$ cat src/rtl/hazard_unit_mc.sv
// rtl/hazard_unit_mc.sv - pipeline hazard, forwarding and mult/div busy controller
module hazard_unit_mc #(
  parameter int RA_W       = 5,
  parameter int MD_LATENCY = 32
) (
  input  logic            clk,
  input  logic            rst,
  input  logic [RA_W-1:0] RsD,
  input  logic [RA_W-1:0] RtD,
  input  logic [RA_W-1:0] RsE,
  input  logic [RA_W-1:0] RtE,
  input  logic [RA_W-1:0] WriteRegE,
  input  logic [RA_W-1:0] WriteRegM,
  input  logic [RA_W-1:0] WriteRegW,
  input  logic            RegWriteE,
  input  logic            RegWriteM,
  input  logic            RegWriteW,
  input  logic            MemtoRegE,
  input  logic            MemtoRegM,
  input  logic            BranchD,
  input  logic            JumpRegD,
  input  logic            MdStartE,
  input  logic            MdUseD,
  input  logic            DmemReqM,
  input  logic            DmemReadyM,
  output logic [1:0]      ForwardAE,
  output logic [1:0]      ForwardBE,
  output logic            ForwardAD,
  output logic            ForwardBD,
  output logic            StallF,
  output logic            StallD,
  output logic            StallE,
  output logic            StallM,
  output logic            FlushE,
  output logic            FlushM,
  output logic            FlushW,
  output logic            MdBusy
);

  localparam int CNT_W = $clog2(MD_LATENCY + 1);

  localparam logic [0:0] IDLE = 1'b0;
  localparam logic [0:0] BUSY = 1'b1;

  logic [0:0]       state;
  logic [CNT_W-1:0] cnt;

  logic memwait;
  logic lduse;
  logic brhaz;
  logic mdstall;
  logic mdclash;
  logic rs_dep_e;
  logic rt_dep_e;
  logic rs_dep_m;
  logic rt_dep_m;

  // Register 0 is hardwired zero, so it never produces a dependency.
  function automatic logic match(input logic [RA_W-1:0] x,
                                 input logic [RA_W-1:0] y,
                                 input logic            we);
    return we && (x != '0) && (x == y);
  endfunction

  assign MdBusy = (state == BUSY);

  // Hazard terms; a branch/jr needs its operands in D, so an E producer or an M load stalls it.
  always_comb begin
    rs_dep_e = match(RsD, WriteRegE, RegWriteE);
    rt_dep_e = match(RtD, WriteRegE, RegWriteE);
    rs_dep_m = MemtoRegM && match(RsD, WriteRegM, RegWriteM);
    rt_dep_m = MemtoRegM && match(RtD, WriteRegM, RegWriteM);
    memwait  = DmemReqM && !DmemReadyM;
    lduse    = MemtoRegE && (rs_dep_e || rt_dep_e);
    brhaz    = (BranchD && (rs_dep_e || rt_dep_e || rs_dep_m || rt_dep_m))
            || (JumpRegD && (rs_dep_e || rs_dep_m));
    mdstall  = MdUseD && (MdBusy || MdStartE);
    mdclash  = MdStartE && MdBusy;
  end

  // Stall/flush priority: a memory wait freezes everything, then unit clash, then D-stage hazards.
  always_comb begin
    StallF = 1'b0;
    StallD = 1'b0;
    StallE = 1'b0;
    StallM = 1'b0;
    FlushE = 1'b0;
    FlushM = 1'b0;
    FlushW = 1'b0;
    if (!rst) begin
      if (memwait) begin
        StallF = 1'b1;
        StallD = 1'b1;
        StallE = 1'b1;
        StallM = 1'b1;
        FlushW = 1'b1;
      end else if (mdclash) begin
        StallF = 1'b1;
        StallD = 1'b1;
        StallE = 1'b1;
        FlushM = 1'b1;
      end else if (lduse || brhaz || mdstall) begin
        StallF = 1'b1;
        StallD = 1'b1;
        FlushE = 1'b1;
      end
    end
  end

  // Forward selection; the younger M result wins over W, and stalls do not gate it.
  always_comb begin
    ForwardAE = 2'b00;
    ForwardBE = 2'b00;
    ForwardAD = 1'b0;
    ForwardBD = 1'b0;
    if (!rst) begin
      if (match(RsE, WriteRegM, RegWriteM))      ForwardAE = 2'b10;
      else if (match(RsE, WriteRegW, RegWriteW)) ForwardAE = 2'b01;
      if (match(RtE, WriteRegM, RegWriteM))      ForwardBE = 2'b10;
      else if (match(RtE, WriteRegW, RegWriteW)) ForwardBE = 2'b01;
      ForwardAD = match(RsD, WriteRegM, RegWriteM);
      ForwardBD = match(RtD, WriteRegM, RegWriteM);
    end
  end

  // Mult/div busy tracker; the countdown keeps running through memory waits.
  always_ff @(posedge clk or posedge rst) begin
    if (rst) begin
      state <= IDLE;
      cnt   <= '0;
    end else if (state == IDLE) begin
      if (MdStartE && !StallE) begin
        state <= BUSY;
        cnt   <= CNT_W'(MD_LATENCY);
      end
    end else begin
      cnt <= cnt - CNT_W'(1);
      if (cnt == CNT_W'(1)) begin
        state <= IDLE;
      end
    end
  end

endmodule

$ cat config.mk
export PLATFORM = sky130hd
export DESIGN_NAME = hazard_unit_mc
export DESIGN_NICKNAME = d
export VERILOG_FILES = /design/src/rtl/hazard_unit_mc.sv
export SDC_FILE = /design/constraint.sdc
export NUM_CORES = 1
export LEC_CHECK = 0
export ABC_CLOCK_PERIOD_IN_PS = 4019
export BUFFER_PORTS_ARGS = -buffer_cell sky130_fd_sc_hd__buf_2
export CORE_MARGIN = 4
export CORE_UTILIZATION = 45
export DETAILED_ROUTE_END_ITERATION = 8
export GPL_TIMING_DRIVEN = 0
export PLACE_DENSITY = 0.8
export SETUP_SLACK_MARGIN = 0.02
export SYNTH_ARGS = -nofsm -noshare
export SYNTH_HDL_FRONTEND = slang
export SYNTH_SLANG_ARGS = --single-unit
$ cat constraint.sdc
create_clock -name clk -period 4.02 [get_ports clk]
set_clock_uncertainty 0.2 [all_clocks]
set_input_delay 0.804 -clock clk [delete_from_list [all_inputs] [get_ports clk]]
set_output_delay 0.804 -clock clk [all_outputs]
set_load 0.005 [all_outputs]
=== After elaboration in Yosys (flattened, before gate mapping) ===
Cells that the tools add are included.

* Register bits after elaboration: 7
* Bits in latches: 0
* RAM bits: 0
* ROM bits: 0
* Input bits: 48
* Output and inout bits: 14
* Logic and storage cells: 79
* Memories kept: 0

* Add/sub/neg operators: 1
* Multiply operators: 0
* Divide/modulo/power cells: 0
* Order comparisons: 0
* Eq/ne operators: 9
* Shifts and indexed selects: 0
* Multiplexer cells: 27
* Bitwise logic cells: 0
* Reductions and logical operators: 40

{| class="wikitable"
|+ Operators with widths
! cell !! count
|-
| $eq 5x5->1 || 8
|-
| $logic_and 1x1->1 || 25
|-
| $mux 1 || 21
|-
| $reduce_bool 5->1 || 4
|-
| $mux 6 || 2
|-
| $logic_or 1x1->1 || 8
|-
| $mux 2 || 4
|-
| $eq 6x1->1 const B || 1
|-
| $sub 6x1->6 const B || 1
|-
| $logic_not 1->1 || 2
|-
| $reduce_bool 2->1 || 1
|}

=== Longest topological paths before layout ===
Gate-level depths: netlist (run 1).

* Depth after elaboration: 14
* Depth in mapped cells: 8

=== Least setup slack after synthesis (run 1) ===
No wires, ideal clock.

* Path type: input-to-output
* Start: input port RtD[1]
* End: output port StallF
* Data arrival time: 2103 ps
* Slack: 913 ps
* Stages: 7
* Buffers on the path: 1
* Cells stage by stage: or4_1 nor2_2 nor4_1 o21a_1 o21ai_2 a31oi_1 buf_4

* Word-level cells in the longest chain between the ends: 14
* Elaborated cells on any way between the ends: 20

{| class="wikitable"
|+ RTL lines
! item !! RTL line !! text
|-
| start: declaration || 9 || <nowiki>input logic [RA_W-1:0] RtD,</nowiki>
|-
| $reduce_bool 5->1 || 62 || <nowiki>return we && (x != '0) && (x == y);</nowiki>
|-
| $logic_and 1x1->1 (2 in series) || 62 ||
|-
| $logic_or 1x1->1 || 74, 75 ||
|-
| $logic_or 1x1->1 (2 in series) || 75 || <nowiki>brhaz = (BranchD && (rs_dep_e || rt_dep_e || rs_dep_m || rt_dep_m))</nowiki>
|-
| $logic_and 1x1->1 || 75 ||
|-
| $logic_or 1x1->1 || 76 || <nowiki>|| (JumpRegD && (rs_dep_e || rs_dep_m));</nowiki>
|-
| $logic_or 1x1->1 (*) (2 in series) || 102 || <nowiki>end else if (lduse || brhaz || mdstall) begin</nowiki>
|-
| $mux 1 (*) (4 in series) || n/a ||
|-
| end: declaration || 30 || <nowiki>output logic StallF,</nowiki>
|}

Every way passes the cells marked *; elsewhere a longest branch is shown, timed or not.

=== Final worst setup path (run 1) ===
* Start: input port RtD[1]
* End: output port StallF

* Word-level cells in the longest chain between the ends: 14
* Elaborated cells on any way between the ends: 20

{| class="wikitable"
|+ RTL lines
! item !! RTL line !! text
|-
| $reduce_bool 5->1 || 62 ||
|-
| $logic_and 1x1->1 (2 in series) || 62 ||
|-
| $logic_or 1x1->1 || 74, 75 ||
|-
| $logic_or 1x1->1 (2 in series) || 75 ||
|-
| $logic_and 1x1->1 || 75 ||
|-
| $logic_or 1x1->1 || 76 ||
|-
| $logic_or 1x1->1 (*) (2 in series) || 102 ||
|-
| $mux 1 (*) || 102 ||
|-
| $mux 1 (*) || 97 || <nowiki>end else if (mdclash) begin</nowiki>
|-
| $mux 1 (*) || 91 || <nowiki>if (memwait) begin</nowiki>
|-
| $mux 1 (*) || 90 || <nowiki>if (!rst) begin</nowiki>
|}

Marked as above.

==> qor.csv, run 1 <==
stage,metric,value,unit
synthesis,synthesized area per cell,7.944,µm²
finish,share of layout cells above drive strength 1,37.31,%
timing,RSZ-0062 raised after global routing,false,
placement,Port Buffers,60,
grt,vias in the first global route,1151,
finish,Layout Nets,244,
power_and_ir_drop,Leakage,0.6230,nW
critical_path,Most common cell on crit path,buf_2,
power_and_ir_drop,PnR Total Power,0.4349,mW
finish,antenna cell count,0,
timing,final setup fails,0,
critical_path,Worst path max stage delay,0.55,ns
timing,TNS Setup,0,ns
cts,Skew-Pair Late Insertion Delay,0.25,ns
finish,post-route non-filler standard cell count,221,
grt,GRT met3 Usage,3.944,%
floorplan,core area,0.002191,mm²
floorplan,IO Count,62,
cts,clk buf depth,2,
grt,M2 GR Usage,31.76,%
cts,H-tree Lvls,1,
synthesis,cell taking the most area after synthesis,xnor2_1,
synthesis,post-synth top area share,26.50,%
routing,vias,1156,
critical_path,Setup crit start kind,input port,
placement,dpl hpwl,2.467,mm
timing,Period minus WS final,3.420,ns
timing,Max Freq,0.2924,GHz
timing,WHS,0.2816,ns
placement,Placed Cells incl. Taps,217,
cts,CTS tree,done,
critical_path,Worst setup EP type,output port,
placement,pre-CTS setup slack,0.5933,ns
floorplan,Die Wd,55.72,µm
critical_path,Worst Path Required,3.02,ns
critical_path,Worst Setup Path Type,in -> out,
floorplan,die area,0.003105,mm²
synthesis,"flops & latches, synth",7,
synthesis,area of the mapped netlist,0.001025,mm²
run_status,run status,finished clean,
cts,Clock transition at path regs,0.05,ns
cts,Post-CTS Setup Bufs,0,
critical_path,crit path buf inv count,3,
routing,vias per inst,5.231,
grt,grt peak-use layer,met2,
routing,DR iter-0 viols,23,
synthesis,post-synthesis instance total,129,
power_and_ir_drop,pwr/cell area,313.7,mW/mm²
timing,actual transition at the worst max-transition pin,0.4182,ns
worst_hold_path,worst hold path type,reg -> reg,
synthesis,Unique masters post-synth,31,
floorplan,row cnt,17,
critical_path,R2R Path Start,MdBusy,
floorplan,Die Span Y,55.72,µm
synthesis,most frequent cell after synthesis,xnor2_1,
finish,design area,0.001386,mm²
timing,Slew headroom,72.09,%
grt,grt ovf,0,
critical_path,"CP delay by family, top",simple AND/OR/NAND/NOR gates,
cts,hold buffers post-CTS,0,
routing,drc violations,0,
synthesis,syn_nets,179,
grt,first-pass GRT wire length,4.533,mm
synthesis,Synth warnings,0,
worst_hold_path,hold wc startpoint,cnt[5],
critical_path,Worst R2R End,cnt[2],
timing,Fin. Hold Viols,0,
timing,final-report max-slew violation count,0,
critical_path,Crit-path slowest cell,or4_1,
synthesis,"Primary FF master, synth",dfrtp_1,
critical_path,Worst Path Arrival,2.42,ns
routing,final wirelength,2.770,mm
cts,CTS Sinks,7,
grt,GR Layer Usage met1,19.61,%
cts,cts bufs inserted,3,
synthesis,"Seq/Total Area, Yosys",17.09,%
critical_path,FF-to-FF setup slack,2.38,ns
floorplan,Initial Util,46.77,%
grt,largest net degree at the start of global routing,15,
synthesis,Commonest cells post-synth,"xnor2_1, xor2_1, nand2_1",
critical_path,CP max FO,3,
synthesis,top post-synthesis cells by area,"xnor2_1, dfrtp_1, xor2_1",
timing,post-route clock period utilization,85.07,%
worst_hold_path,hold endpoint,cnt[5],
critical_path,worst reg-to-reg path cell count,5,
finish,Area Growth Syn to Fin,35.29,%
routing,Wirelength per Cell,12.53,µm
job,Max Cap Violations,0,
grt,GRT Total Usage,17.44,%
routing,drt pass-1 iters,4,
cts,# resized after CTS,0,
synthesis,number of synthesized flops with an enable pin,0,
finish,final core utilization,63.28,%
worst_hold_path,Hold Path Depth,1,
critical_path,worst path cell trace,buf_2 -> or4_1 -> nor2_2 -> nor4_1 -> o21a_1 -> o21ai_2 -> a31oi_1 -> buf_4 -> buf_2,
routing,ANT nets after route,0,
timing,worst path setup slack after routing,0.6000,ns
synthesis,"FFs w/ async S/R, synth",100.0,%
placement,placed cell area,0.001360,mm²
grt,initial antenna violation count,0,
placement,routability congestion estimate,0.8474,
power_and_ir_drop,maximum VDD drop,0.1722,mV
cts,root buffer cell,clkbuf_4,
==> sequential cells by signal (all words and copies together), names as in the netlist <==
register,cells
cnt,6
MdBusy,1
==> metal layers <==
layer / share of wire [%] / wire length [µm] / vias to the layer above
met2: 49 / 1353 / 49
met3: 7.7 / 212 / 4
li1: - / - / 586
met4: 1.1 / 31 / 0
met1: 42 / 1172 / 517
met5: 0 / 0 / -
==> worst reg2reg max path, cell delays in order (launching register included) <==
cell     delay (ns)
dfrtp_1        0.47
a21oi_1        0.16
o21a_1         0.21
nor2_1         0.29
o21ai_0        0.14
o21ai_0        0.09
==> layout by cell type (no fill, tap or decap), types with 2 or more instances in the layout <==
cell       n
buf_2     60
xnor2_1   31
xor2_1    10
nand2_1    8
dfrtp_1    7
o21ai_0    7
nand4_1    7
nor4_1     7
nor2_1     6
inv_1      6
a21oi_1    4
and2_1     4
nand3_1    3
o21a_1     3
or4_1      3
nor3_1     3
a31oi_1    3
clkbuf_4   3
clkbuf_1   2
ha_1       2
buf_4      2
==> logic make-up after synthesis <==
kind of cell / Yosys count / synth area share [%]
simple gates: 48 / 27.35
buf+inv: 9 / 4.028
compound gates: 22 / 14.04
xor+xnor: 41 / 35.04
fa+ha+maj: 2 / 2.442
flops: 7 / 17.09
==> worst max path at each step <==
stage | startpoint | end | slack (ns) | cells after the start
final | RtD[1] | StallF | 0.60 | 9
after global routing | RtD[1] | StallF | 0.49 | 9
after CTS | RtD[1] | StallF | 0.59 | 9
after detailed placement | RtD[1] | StallF | 0.59 | 9
after global placement | RtD[1] | StallF | 0.65 | 9
after floorplan | RtD[1] | StallF | 0.91 | 7
==> report_power, final <==
group          total [mW]  internal (mW)  switching [mW]
clock network      0.0659         0.0380          0.0279
logic               0.226          0.107           0.119
registers           0.143          0.107          0.0362
==> cell type report <==
cell class,count,area [µm²]
Tap cell,28,35.03
Clock buffer,4,26.28
Sequential cell,7,175.2
Multi-Input combinational cell,113,808.3
Inverter,6,22.52
Buffer,3,18.77
Fill cell,198,804.5
Timing Repair Buffer,60,300.3
No activity file was read; power rests on OpenSTA's default activity.
==> run 2: changes to the inputs <==
--- a/config.mk
+++ b/config.mk
@@ -11,8 +11,9 @@
 export CORE_UTILIZATION = 45
 export DETAILED_ROUTE_END_ITERATION = 8
 export GPL_TIMING_DRIVEN = 0
-export PLACE_DENSITY = 0.8
+export PLACE_DENSITY_LB_ADDON = 0.08
 export SETUP_SLACK_MARGIN = 0.02
+export SLEW_MARGIN = 30
 export SYNTH_ARGS = -nofsm -noshare
 export SYNTH_HDL_FRONTEND = slang
 export SYNTH_SLANG_ARGS = --single-unit
==> run 2 against run 1 <==
First-iteration DRC count grew 87%. Critical path type unchanged. Sequential share of layout area unchanged. Final area unchanged. Utilization unchanged. Largest cell class unchanged. Power down 0.54%.
==> qor.csv, run 2 (synthesized netlist as in run 1, its figures left out) <==
stage,metric,value,unit,change
routing,vias,1157,,+0.087%
routing,final wirelength,2.793,mm,+0.83%
finish,Biggest register,cnt,,
timing,TNS Setup,0,ns,unchanged
grt,largest net degree at the start of global routing,15,,unchanged
routing,drt pass-1 iters,4,,unchanged
grt,vias in the first global route,1183,,+2.8%
power_and_ir_drop,Leakage,0.6230,nW,unchanged
timing,post-route clock period utilization,84.73,%,-0.34 points
grt,grt ovf,0,,unchanged
cts,Clock transition at path regs,0.05,ns,about the same
finish,design area,0.001386,mm²,unchanged
finish,Layout Nets,244,,unchanged
critical_path,Worst Path Required,3.02,ns,about the same
floorplan,Die Wd,55.72,µm,unchanged
timing,Slew headroom,71.11,%,-0.98 points
finish,"commonest cells after routing, fill and taps aside","buf_2, xnor2_1, xor2_1",,
floorplan,row cnt,17,,unchanged
finish,Largest register FFs,6,,unchanged
critical_path,CP max FO,3,,unchanged
grt,GR Layer Usage met1,23.36,%,+3.7 points
cts,CTS tree,done,,
floorplan,Die Span Y,55.72,µm,unchanged
floorplan,die area,0.003105,mm²,unchanged
cts,CTS Sinks,7,,unchanged
routing,Wirelength per Cell,12.64,µm,+0.83%
grt,grt peak-use layer,met2,,
finish,antenna cell count,0,,unchanged
floorplan,core area,0.002191,mm²,unchanged
grt,first-pass GRT wire length,4.912,mm,+8.4%
grt,GRT met3 Usage,6.497,%,+2.6 points
power_and_ir_drop,PnR Total Power,0.4325,mW,-0.54%
finish,final core utilization,63.28,%,unchanged
placement,placed cell area,0.001360,mm²,unchanged
critical_path,Worst Setup Path Type,in -> out,,
power_and_ir_drop,pwr/cell area,312.0,mW/mm²,-0.54%
placement,dpl hpwl,2.430,mm,-1.5%
placement,Port Buffers,60,,unchanged
cts,hold buffers post-CTS,0,,unchanged
cts,H-tree Lvls,1,,unchanged
floorplan,IO Count,62,,unchanged
routing,drc violations,0,,unchanged
cts,Post-CTS Setup Bufs,0,,unchanged
run_status,run status,finished clean,,
critical_path,Worst Path Arrival,2.40,ns,-0.02 ns
cts,clk buf depth,2,,unchanged
finish,post-route non-filler standard cell count,221,,unchanged
timing,final-report max-slew violation count,0,,unchanged
job,Max Cap Violations,0,,unchanged
timing,Period minus WS final,3.406,ns,-0.01375 ns
timing,worst path setup slack after routing,0.6138,ns,+0.01375 ns
timing,Max Freq,0.2936,GHz,+0.40%
floorplan,Initial Util,46.77,%,unchanged
critical_path,Setup crit start kind,input port,,
routing,ANT nets after route,0,,unchanged
worst_hold_path,Hold Path Depth,1,,unchanged
timing,final setup fails,0,,unchanged
critical_path,Worst setup EP type,output port,,
grt,initial antenna violation count,0,,unchanged
finish,"commonest non-fill, non-tap cell in the layout",buf_2,,
timing,Fin. Hold Viols,0,,unchanged
critical_path,Worst R2R End,cnt[2],,
grt,GRT Total Usage,19.31,%,+1.9 points
finish,share of layout cells above drive strength 1,37.31,%,unchanged
critical_path,FF-to-FF setup slack,2.36,ns,-0.02 ns
finish,Seq. cell area,175.2,µm²,unchanged
power_and_ir_drop,maximum VDD drop,0.3531,mV,+110%
cts,Skew-Pair Late Insertion Delay,0.25,ns,about the same
timing,WHS,0.2771,ns,-0.004470 ns
finish,Fill cells,211,,+6.6%
timing,RSZ-0062 raised after global routing,false,,
cts,root buffer cell,clkbuf_4,,
critical_path,R2R Path Start,MdBusy,,
critical_path,worst reg-to-reg path cell count,5,,unchanged
cts,cts bufs inserted,3,,unchanged
placement,pre-CTS setup slack,0.6271,ns,+0.03376 ns
critical_path,CP endpoint,StallF,,
routing,vias per inst,5.235,,about the same
timing,actual transition at the worst max-transition pin,0.4329,ns,+0.01471 ns
cts,# resized after CTS,0,,unchanged
finish,area of the multi-input gates,808.3,µm²,unchanged
placement,Placed Cells incl. Taps,217,,unchanged
placement,routability congestion estimate,0.8419,,-0.65%
critical_path,CP startpoint,RsD[1],,
finish,Area Growth Syn to Fin,35.29,%,unchanged
grt,M2 GR Usage,32.43,%,+0.68 points
routing,DR iter-0 viols,43,,+87%
worst_hold_path,worst hold path type,reg -> reg,,
run 2: cell counts in the layout (fill, tap and decap cells not counted):
Identical to the previous run, type by type.
run 2: layout make-up:
type	instances	share of cell area, %
buffer	3	1.354
timing repair buffer	60	21.66
inverter	6	1.625
sequential	7	12.64
multi-input combinational	113	58.30
tap	28	2.527
clock buffer	4	1.895
run 2: worst min path at each step:
| stage | end | slack [ns] | startpoint |
|---|---|---|---|
| 3_3_place_gp | cnt[5] | 0.26 | cnt[5] |
| 3_5_place_dp | cnt[5] | 0.27 | cnt[5] |
| 2_1_floorplan | cnt[5] | 0.24 | cnt[5] |
| 6_report | cnt[5] | 0.28 | cnt[5] |
| 4_1_cts | cnt[5] | 0.28 | cnt[5] |
| 5_1_grt | cnt[5] | 0.32 | cnt[5] |
run 2: where the power goes:
group	switching, mW	total (mW)	leakage [nW]	internal (mW)
clock network	0.0251	0.0629	0.0150	0.0378
logic	0.119	0.226	0.527	0.107
registers	0.0366	0.144	0.0807	0.107
run 2: worst max-delay path, cell delays in order:
cell	delay, ns
buf_2	0.12
or4_4	0.55
nor2_4	0.10
nand4b_1	0.16
o31ai_2	0.11
a21boi_2	0.16
a31oi_1	0.12
buf_4	0.15
buf_2	0.11
run 2: routing by layer:
| metal | routed length [µm] | vias to the layer above | share of wire (%) |
|---|---|---|---|
| li1 | - | 587 | - |
| met3 | 258 | 4 | 9.2 |
| met4 | 34 | 0 | 1.2 |
| met1 | 1174 | 517 | 42 |
| met5 | 0 | - | 0 |
| met2 | 1325 | 49 | 47 |
==> run 3: changes to the inputs <==
--- a/config.mk
+++ b/config.mk
@@ -5,10 +5,10 @@
 export SDC_FILE = /design/constraint.sdc
 export NUM_CORES = 1
 export LEC_CHECK = 0
-export ABC_CLOCK_PERIOD_IN_PS = 4019
+export ABC_CLOCK_PERIOD_IN_PS = 2800
 export BUFFER_PORTS_ARGS = -buffer_cell sky130_fd_sc_hd__buf_2
 export CORE_MARGIN = 4
-export CORE_UTILIZATION = 45
+export CORE_UTILIZATION = 39
 export DETAILED_ROUTE_END_ITERATION = 8
 export GPL_TIMING_DRIVEN = 0
 export PLACE_DENSITY_LB_ADDON = 0.08
==> constraint.sdc (replaced) <==
create_clock -name clk -period 2.8 [get_ports clk]
set_clock_uncertainty 0.2 [all_clocks]
set_input_delay 0.56 -clock clk [delete_from_list [all_inputs] [get_ports clk]]
set_output_delay 0.56 -clock clk [all_outputs]
set_load 0.005 [all_outputs]
==> run 3 against run 2 <==
The flow now finishes with violations (setup timing). Wire length grew 1.4%. Sequential share of layout area decreased by 0.70 points. Clock power is 47% higher. Count of clock-buffer cells in the layout did not move.
==> qor.csv, run 3 (synthesized netlist as in run 1, its figures left out) <==
stage,metric,value,unit,change
placement,dpl hpwl,2.389,mm,-1.7%
grt,largest net degree at the start of global routing,15,,unchanged
timing,post-route clock period utilization,103.9,%,
critical_path,R2R Path Start,MdBusy,,
floorplan,die area,0.003512,mm²,+13%
grt,GRT Total Usage,17.88,%,-1.4 points
floorplan,Die Span Y,59.26,µm,+6.4%
routing,drt pass-1 iters,4,,unchanged
routing,Wirelength per Cell,12.54,µm,-0.81%
run_status,failing checks,setup timing,,
cts,root buffer cell,clkbuf_4,,
finish,final core utilization,58.71,%,-4.6 points
routing,drc violations,0,,unchanged
power_and_ir_drop,Leakage,0.6504,nW,+4.4%
grt,initial antenna violation count,0,,unchanged
floorplan,core area,0.002500,mm²,+14%
critical_path,worst path cell trace,buf_8 -> or4_4 -> nor2_4 -> nand4b_1 -> o31ai_4 -> a21boi_2 -> a31oi_2 -> buf_4 -> buf_2,,
floorplan,Initial Util,40.99,%,-5.8 points
grt,grt ovf,0,,unchanged
critical_path,Worst path max stage delay,0.54,ns,about the same
finish,Biggest register,cnt,,
timing,Fin. Hold Viols,0,,unchanged
timing,Period minus WS final,2.908,ns,
timing,Slew headroom,71.11,%,about the same
placement,pre-CTS setup slack,-0.1077,ns,-0.7348 ns
worst_hold_path,worst hold path type,in -> async,,
floorplan,row cnt,18,,+1
finish,Layout Nets,247,,+1.2%
cts,cts bufs inserted,3,,unchanged
critical_path,"CP delay by family, top",simple AND/OR/NAND/NOR gates,,
timing,final setup fails,2,,+2
finish,antenna cell count,0,,unchanged
grt,vias in the first global route,1206,,+1.9%
timing,RSZ-0062 raised after global routing,true,,
critical_path,Worst Path Arrival,2.15,ns,-0.25 ns
timing,final-report max-slew violation count,0,,unchanged
finish,"commonest cells after routing, fill and taps aside","buf_2, xnor2_1, xor2_1",,
cts,H-tree Lvls,1,,unchanged
cts,Clock transition at path regs,0.06,ns,about the same
floorplan,Die Wd,59.26,µm,+6.4%
timing,Max Freq,0.3439,GHz,
timing,actual transition at the worst max-transition pin,0.4329,ns,+0.00005925 ns
critical_path,Crit-path slowest cell,or4_4,,
critical_path,crit path buf inv count,3,,unchanged
finish,share of layout cells above drive strength 1,40.82,%,+3.5 points
finish,design area,0.001468,mm²,+5.9%
critical_path,Worst setup EP type,output port,,
placement,Port Buffers,60,,unchanged
routing,vias,1161,,+0.35%
critical_path,worst reg-to-reg path cell count,5,,unchanged
floorplan,IO Count,62,,unchanged
routing,ANT nets after route,0,,unchanged
critical_path,Worst Setup Path Type,in -> out,,
power_and_ir_drop,pwr/cell area,433.9,mW/mm²,+39%
placement,Placed Cells incl. Taps,219,,+0.92%
finish,Area Growth Syn to Fin,43.22,%,
finish,Largest register FFs,6,,unchanged
finish,"commonest non-fill, non-tap cell in the layout",buf_2,,
critical_path,Setup crit start kind,input port,,
critical_path,Worst Path Required,2.04,ns,-0.98 ns
critical_path,FF-to-FF setup slack,1.11,ns,-1.25 ns
routing,DR iter-0 viols,16,,-63%
routing,vias per inst,5.137,,-1.9%
cts,CTS Sinks,7,,unchanged
power_and_ir_drop,maximum VDD drop,0.4582,mV,+30%
timing,WHS,0.1607,ns,-0.1164 ns
timing,worst path setup slack after routing,-0.1081,ns,-0.7219 ns
finish,post-route non-filler standard cell count,226,,+2.3%
placement,placed cell area,0.001363,mm²,+0.18%
run_status,run status,"finished, violations left",,
cts,Skew-Pair Late Insertion Delay,0.26,ns,about the same
job,Max Cap Violations,0,,unchanged
cts,clk buf depth,2,,unchanged
critical_path,Worst R2R End,cnt[4],,
cts,CTS tree,done,,
critical_path,CP max FO,3,,unchanged
routing,final wirelength,2.833,mm,+1.4%
grt,first-pass GRT wire length,5.071,mm,+3.2%
placement,routability congestion estimate,0.7828,,-7.0%
run 3: changes by cell type in the layout (fill, tap and decap cells not counted), moves of 2 or more:
cell,before,now
nor4_1,7,5
nor4_2,1,3
buf_2,60,57
buf_4,2,6
run 3: through the flow:
stage	TNS [ns]	power, mW
floorplan	0	0.4118
CTS	-0.09567	0.6379
detailed placement	-0.1077	0.5340
finish	-0.1128	0.6368
global placement	-0.08456	0.5173
global route	-0.3683	0.7074
run 3: layout make-up:
type / count / area, µm²
Fill cell: 237 / 1032
Multi-Input combinational cell: 113 / 844.6
Timing Repair Buffer: 63 / 341.6
Sequential cell: 7 / 175.2
Tap cell: 30 / 37.54
Clock buffer: 4 / 26.28
Inverter: 6 / 22.52
Buffer: 3 / 20.02
run 3: timing repair:
item / CTS / global route
cloned: 0 / 0
setup buffers: 2 / 1
hold buffers: 0 / 0
pin swaps: 2 / 7
endpoints found under the setup margin: 2 / 4
endpoints found under the hold margin: 0 / 0
gates resized for setup: 9 / 5
run 3: routing by layer:
| metal | share of wire [%] | vias up | wire (µm) | track usage [%] |
|---|---|---|---|---|
| met1 | 45 | 523 | 1264 | 23.06 |
| met2 | 47 | 42 | 1326 | 30.89 |
| li1 | - | 596 | - | - |
| met4 | 0 | 0 | 0 | 2.589 |
| met5 | 0 | - | 0 | 0 |
| met3 | 8.5 | 0 | 242 | 3.922 |
run 3: worst reg2reg max path: cells and delay by family (launching register included):
family | cells | cell delay [ns]
AO/OA/AOI/OAI | 4 | 0.64
flip-flops | 1 | 0.48
AND/OR/NAND/NOR | 1 | 0.30
run 3: worst max-delay path by stage:
stage | start | depth (start not counted) | to
4_1_cts | RsD[1] | 9 | StallF
3_3_place_gp | RtD[1] | 9 | StallF
5_1_grt | RsD[1] | 9 | StallF
2_1_floorplan | RtD[1] | 7 | StallF
6_report | RsD[1] | 9 | StallF
3_5_place_dp | RsD[1] | 9 | StallF
run 3: power by group:
part / switching [mW] / total [mW] / internal [mW] / leakage, nW
Clock: 0.0380 / 0.0925 / 0.0545 / 0.0150
Combinational: 0.175 / 0.336 / 0.161 / 0.555
Sequential: 0.0547 / 0.208 / 0.154 / 0.0807
